[src/rtl/uart_framed.sv]
// Framed UART: configurable data width, parity and stop bits.
// Byte-wide valid/ready on both directions, flagged RX errors.
module uart_framed #(
  parameter int BAUDSEL   = 10,
  parameter int DATA_BITS = 8,
  parameter int PARITY    = 0,
  parameter int STOP_BITS = 1
) (
  input  logic                 clk,
  input  logic                 rst,
  input  logic                 rx,
  output logic                 tx,
  input  logic                 tx_valid,
  input  logic [DATA_BITS-1:0] tx_data,
  output logic                 tx_ready,
  output logic                 rx_valid,
  output logic [DATA_BITS-1:0] rx_data,
  input  logic                 rx_ready,
  output logic                 rx_parity_err,
  output logic                 rx_frame_err,
  output logic                 rx_break,
  output logic                 rx_overrun
);

  localparam int CMAX = 2 * BAUDSEL;
  localparam int CW   = $clog2(CMAX + 2);
  localparam logic [CW-1:0] CTOP  = CW'(CMAX);
  localparam logic [CW-1:0] CMID  = CW'(BAUDSEL);
  localparam logic [CW-1:0] CONE  = CW'(1);
  localparam logic [3:0]    DLAST = 4'(DATA_BITS - 1);
  localparam logic          SLAST = 1'(STOP_BITS - 1);

  typedef enum logic [2:0] {
    R_IDLE, R_START, R_DATA, R_PAR, R_STOP, R_BRK, R_ERR
  } rx_state_t;

  typedef enum logic [2:0] {
    T_IDLE, T_START, T_DATA, T_PAR, T_STOP
  } tx_state_t;

  // ---------------- RX ----------------
  logic rx_meta, rxs;

  always_ff @(posedge clk or posedge rst) begin
    if (rst) begin
      rx_meta <= 1'b1;
      rxs     <= 1'b1;
    end else begin
      rx_meta <= rx;
      rxs     <= rx_meta;
    end
  end

  rx_state_t            rx_st, rx_nx;
  logic [CW-1:0]        rx_cnt;
  logic [3:0]           rx_bit;
  logic                 rx_stp;
  logic [DATA_BITS-1:0] rx_sh;
  logic                 rx_pbit, rx_pe;
  logic                 rx_samp, rx_pexp;
  logic                 rx_done, rx_fe, rx_bk;

  assign rx_samp = (rx_cnt == CTOP);
  assign rx_pexp = (PARITY == 2) ? ^rx_sh : ~^rx_sh;

  always_comb begin
    rx_nx   = rx_st;
    rx_done = 1'b0;
    rx_fe   = 1'b0;
    rx_bk   = 1'b0;
    unique case (rx_st)
      R_IDLE:  if (!rxs) rx_nx = R_START;
      R_START: if (rx_samp) rx_nx = rxs ? R_IDLE : R_DATA;
      R_DATA:
        if (rx_samp && rx_bit == DLAST)
          rx_nx = (PARITY != 0) ? R_PAR : R_STOP;
      R_PAR:   if (rx_samp) rx_nx = R_STOP;
      R_STOP:
        if (rx_samp) begin
          if (rxs) begin
            if (rx_stp == SLAST) begin
              rx_nx   = R_IDLE;
              rx_done = 1'b1;
            end
          end else if (rx_sh == '0 && !rx_pbit) begin
            rx_nx = R_BRK;
          end else begin
            rx_nx = R_ERR;
            rx_fe = 1'b1;
          end
        end
      R_BRK:
        if (rx_samp && rxs) begin
          rx_nx = R_IDLE;
          rx_bk = 1'b1;
        end
      R_ERR:   if (rx_samp && rxs) rx_nx = R_IDLE;
      default: rx_nx = R_IDLE;
    endcase
  end

  always_ff @(posedge clk or posedge rst) begin
    if (rst) begin
      rx_st   <= R_IDLE;
      rx_cnt  <= '0;
      rx_bit  <= '0;
      rx_stp  <= 1'b0;
      rx_sh   <= '0;
      rx_pbit <= 1'b0;
      rx_pe   <= 1'b0;
    end else begin
      rx_st <= rx_nx;
      if (rx_st == R_IDLE) begin
        // preload so the first sample lands mid start bit
        rx_cnt  <= CMID;
        rx_bit  <= '0;
        rx_stp  <= 1'b0;
        rx_sh   <= '0;
        rx_pbit <= 1'b0;
        rx_pe   <= 1'b0;
      end else begin
        rx_cnt <= rx_samp ? '0 : rx_cnt + CONE;
        if (rx_samp) begin
          unique case (rx_st)
            R_DATA: begin
              rx_sh  <= {rxs, rx_sh[DATA_BITS-1:1]};
              rx_bit <= rx_bit + 4'd1;
            end
            R_PAR: begin
              rx_pbit <= rxs;
              rx_pe   <= (rxs != rx_pexp);
            end
            R_STOP:  rx_stp <= rx_stp + 1'b1;
            default: ;
          endcase
        end
      end
    end
  end

  always_ff @(posedge clk or posedge rst) begin
    if (rst) begin
      rx_valid      <= 1'b0;
      rx_data       <= '0;
      rx_parity_err <= 1'b0;
      rx_frame_err  <= 1'b0;
      rx_break      <= 1'b0;
      rx_overrun    <= 1'b0;
    end else begin
      rx_frame_err <= rx_fe;
      rx_break     <= rx_bk;
      rx_overrun   <= rx_done && rx_valid && !rx_ready;
      if (rx_done && (!rx_valid || rx_ready)) begin
        rx_valid      <= 1'b1;
        rx_data       <= rx_sh;
        rx_parity_err <= rx_pe;
      end else if (rx_valid && rx_ready) begin
        rx_valid <= 1'b0;
      end
    end
  end

  // ---------------- TX ----------------
  tx_state_t            tx_st, tx_nx;
  logic [CW-1:0]        tx_cnt;
  logic [3:0]           tx_bit;
  logic                 tx_stp;
  logic [DATA_BITS-1:0] tx_sh;
  logic                 tx_par;
  logic                 tx_samp;

  assign tx_samp  = (tx_cnt == CTOP);
  assign tx_ready = (tx_st == T_IDLE);

  always_comb begin
    tx_nx = tx_st;
    tx    = 1'b1;
    unique case (tx_st)
      T_IDLE:  if (tx_valid) tx_nx = T_START;
      T_START: begin
        tx = 1'b0;
        if (tx_samp) tx_nx = T_DATA;
      end
      T_DATA: begin
        tx = tx_sh[0];
        if (tx_samp && tx_bit == DLAST)
          tx_nx = (PARITY != 0) ? T_PAR : T_STOP;
      end
      T_PAR: begin
        tx = tx_par;
        if (tx_samp) tx_nx = T_STOP;
      end
      T_STOP:
        if (tx_samp && tx_stp == SLAST) tx_nx = T_IDLE;
      default: tx_nx = T_IDLE;
    endcase
  end

  always_ff @(posedge clk or posedge rst) begin
    if (rst) begin
      tx_st  <= T_IDLE;
      tx_cnt <= '0;
      tx_bit <= '0;
      tx_stp <= 1'b0;
      tx_sh  <= '0;
      tx_par <= 1'b0;
    end else begin
      tx_st <= tx_nx;
      if (tx_st == T_IDLE) begin
        tx_cnt <= '0;
        tx_bit <= '0;
        tx_stp <= 1'b0;
        if (tx_valid) begin
          tx_sh  <= tx_data;
          tx_par <= (PARITY == 2) ? ^tx_data : ~^tx_data;
        end
      end else begin
        tx_cnt <= tx_samp ? '0 : tx_cnt + CONE;
        if (tx_samp) begin
          unique case (tx_st)
            T_DATA: begin
              tx_sh  <= tx_sh >> 1;
              tx_bit <= tx_bit + 4'd1;
            end
            T_STOP:  tx_stp <= tx_stp + 1'b1;
            default: ;
          endcase
        end
      end
    end
  end

endmodule
[config.mk]
export PLATFORM = sky130hd
export DESIGN_NAME = uart_framed
export DESIGN_NICKNAME = d
export VERILOG_FILES = /design/src/rtl/uart_framed.sv
export SDC_FILE = /design/constraint.sdc
export NUM_CORES = 1
export LEC_CHECK = 0
export ABC_CLOCK_PERIOD_IN_PS = 2110
export BUFFER_PORTS_ARGS = -buffer_cell sky130_fd_sc_hd__buf_2
export CORE_MARGIN = 2
export CORE_UTILIZATION = 45
export DETAILED_ROUTE_END_ITERATION = 12
export PLACE_DENSITY = 0.67
export SYNTH_ARGS = -nofsm -noshare
export SYNTH_HDL_FRONTEND = slang
export SYNTH_SLANG_ARGS = --single-unit
[constraint.sdc]
create_clock -name clk -period 2.11 [get_ports clk]
set_input_delay 0.3165 -clock clk [delete_from_list [all_inputs] [get_ports clk]]
set_output_delay 0.3165 -clock clk [all_outputs]
set_load 0.02 [all_outputs]
==> summary.txt <==
Floorplan
  • Die Area: roughly 7500 sq um
  • Standard-cell rows: 30
  • Chip Width: just under 90 um
  • Initial Util: between 40% and 50%
  • Io pins: 28
  • Die Y: ~87 um
  • Core ar.: 6720 sq um

Worst setup path
  • Crit path max fanout: 12
  • Slowest-stage cell, CP: dfrtp_1
  • Worst flop-to-flop path startpoint: rx_cnt[0]
  • Capture point of the worst reg-to-reg path: rx_st[1]
  • R2R depth: 7
  • CP startpoint kind: flip-flop
  • CP Cell Sequence: or3_1, inv_2, buf_2
  • WP data arrival: ~1.6 ns
  • CP endpoint kind: output port
  • Setup CP Type: reg -> out
  • Slowest stage delay, CP: about 0.48 ns
  • Critical Path End: tx_ready
  • Reg2reg setup slack: 0.20 ns
  • WP data required: roughly 1.8 ns
  • Crit path from: tx_st[0]

STA
  • Fin crit period: 1.92 ns
  • Worst-margin pin slew: about 0.44 ns
  • Worst Slack Setup Final: ~0.19 ns
  • Clock skew: roughly 0.011 ns
  • Setup TNS: 0 ns
  • Fmax: about 520 MHz
  • Crit share post-route: roughly 91%
  • Final Setup Violations: 0
  • Slew Limit Headroom: slightly above 70%
  • Max Transition Viols Final: 0
  • RSZ-0062 raised after global routing: false
  • Fin. Hold Viols: 0

Clock network
  • Sink Count: 60
  • # Post-CTS Setup Buffers: 0
  • Clk root buf: clkbuf_8
  • Clock Tree Buf Depth: 2
  • Worst-path clk slew: 0.07 ns
  • CTS tree: done
  • CTS buffer count: 9
  • # H-tree levels: 3
  • Clock Latency Late Sink: approximately 0.33 ns

Logic synthesis
  • EDFF count, synth: 0
  • YS warnings: 0
  • Ys flop type: dfrtp_1
  • Flop and latch count out of synthesis: 60
  • Mean area per synthesized cell: approximately 10 sq um
  • Post-synth cell types: 50
  • Ys async rst share: 100%
  • Post-Syn Nets: 319
  • Gate Count Post-Synth: roughly 300
  • Post-Syn Area: 3080 sq um
  • Seq/Total Area, Yosys: around 50%

Routing
  • Residual DRC: 0
  • DR vias: approximately 2,200
  • DR vias/cell: between 5 and 6
  • Routed WL per cell: around 14 um
  • Final antenna-violating net count: 0
  • Final wirelength: between 5000 and 6000 um
  • DR pass1 iterations: 4
  • DRT iter0 DRCs: between 70 and 80

Outcome
  • Status: completed

Place
  • DP Wirelength: around 4200 um
  • Pre-CTS setup slack: around 0.1 ns
  • GPL Wtd Cong: 0.796
  • Port bufs: 27

Global route
  • Initial antenna violation count: 0
  • Total global routing overflow: 0
  • Vias in the first global route: about 2,100
  • Pin count of the biggest net entering global routing: 43
  • Tot GR Track Use: 17.1%
  • First-pass GRT wire length: approximately 10,000 um

Final layout
  • Commonest non-fill, non-tap cell in the layout: dfrtp_1
  • Final Util: a little over half
  • Most frequent cells in the layout: dfrtp_1, nand2_1, buf_2, inv_1, nor2_1
  • Layout area overhead: 14.7%
  • Share of cells above drive strength 1: 22.2%
  • Nets@finish: around 350
  • Number of fill cells: just over 600
  • Inserted Diodes: 0

Power and ir drop
  • VDD IR max: around 0.46 mV
  • Pwr/cell area: 890 nW/um^2
  • Tot Pwr: ~3.1 mW
  • Pleak: between 1.5 and 2 nW

Worst hold path
  • HP Class: in -> reg

Flow run
  • Max Cap Viol: 0
==> layout make-up <==
| class | count | area, sq um | area share, % |
|---|---|---|---|
| clock buffers | 12 | 145 | 4.11 |
| clock inverters | 4 | 72.6 | 2.06 |
| inverters | 21 | 78.8 | 2.23 |
| multi-input cells | 201 | 1420 | 40.2 |
| flip-flops and latches | 60 | 1500 | 42.6 |
| well taps | 80 | 100 | 2.83 |
| repair buffers | 35 | 210 | 5.95 |
==> synth_stat cells, types with 3 or more instances <==
cell / number / area (sq um)
dfrtp_1: 58 / 1450
nand2_1: 31 / 116
inv_1: 20 / 75.1
nor2_1: 19 / 71.3
o21ai_0: 15 / 75.1
xnor2_1: 13 / 114
a21oi_1: 12 / 60.1
a22o_1: 10 / 87.6
a31oi_1: 10 / 62.6
ha_1: 10 / 125
nand3_1: 10 / 50.1
mux2_4: 9 / 135
buf_2: 7 / 35.0
nand2b_1: 5 / 31.3
a22oi_1: 4 / 30.0
clkbuf_1: 4 / 15.0
nor3_1: 4 / 20.0
xor2_1: 4 / 35.0
o211ai_1: 3 / 22.5
o32ai_1: 3 / 26.3
or2_2: 3 / 18.8
==> power by group <==
group          total, mW  switching, mW  leakage (nW)  internal, mW
Sequential          1.41          0.155         0.784          1.25
Combinational      0.607          0.338         0.840         0.269
Clock               1.13          0.430         0.107         0.696
Total               3.14          0.923          1.73          2.22
==> how the worst min path moves through the flow <==
stage / startpoint / to / slack [ns] / depth (start not counted)
6_report: rx / rx_meta / 0.08 / 1
5_1_grt: rx / rx_meta / 0.06 / 1
4_1_cts: rx / rx_meta / 0.06 / 1
3_5_place_dp: rst / rx_frame_err / 0.35 / 2
3_3_place_gp: rst / rx_frame_err / 0.34 / 2
2_1_floorplan: rx / rx_meta / 0.32 / 0
==> logic make-up after synthesis <==
| family | after synthesis | share of synthesized area, % |
|---|---|---|
| xor gates and xnor gates | 17 | 4.84 |
| adders and majority gates | 10 | 4.06 |
| DFF | 60 | 48.8 |
| buffers and inverters | 35 | 5.16 |
| and+or+nand+nor | 95 | 16.9 |
| muxes | 12 | 5.44 |
| AOI/OAI and AO/OA | 67 | 14.7 |
==> sequential cells by signal (all words and copies together) (netlist names), 3 cells and up <==
signal and cells:
tx_cnt 5, rx_bit 4, tx_sh 8, rx_cnt 5, rx_data 8, rx_sh 8
tx_bit 4, rx_st 3, tx_st 3
==> stage by stage <==
| stage | std cells | hold slack, ns | area (sq um) |
|---|---|---|---|
| 6_report | 413 | 0.0836 | 3530 |
| 5_1_grt | 413 | 0.0570 | 3530 |
| 4_1_cts | 413 | 0.0626 | 3530 |
| 3_5_place_dp | 396 | 0.347 | 3300 |
| 3_3_place_gp | 396 | 0.343 | 3300 |
| 2_1_floorplan | 296 | 0.321 | 3080 |
==> critical path, delay by kind of cell, from the launching register on <==
family                 cells  cell delay, ns
and+or+nand+nor            1            0.38
buffers and inverters      2            0.42
DFF                        1            0.48
==> metal layers <==
metal	GRT usage [%]	wire length [um]	vias up
li1	-	-	1108
met1	23.2	2820	1063
met2	26.5	2820	39
met3	4.00	217	7
met4	6.82	79	0
met5	0	0	-
==> repair_timing <==
action | 4_1_cts | 5_1_grt
hold buffers | 1 | 0
endpoints found under the setup margin | 0 | 1
resized for setup | 0 | 1
hold endpoints to repair | 16 | 0
No activity file was read; power rests on OpenSTA's default activity.
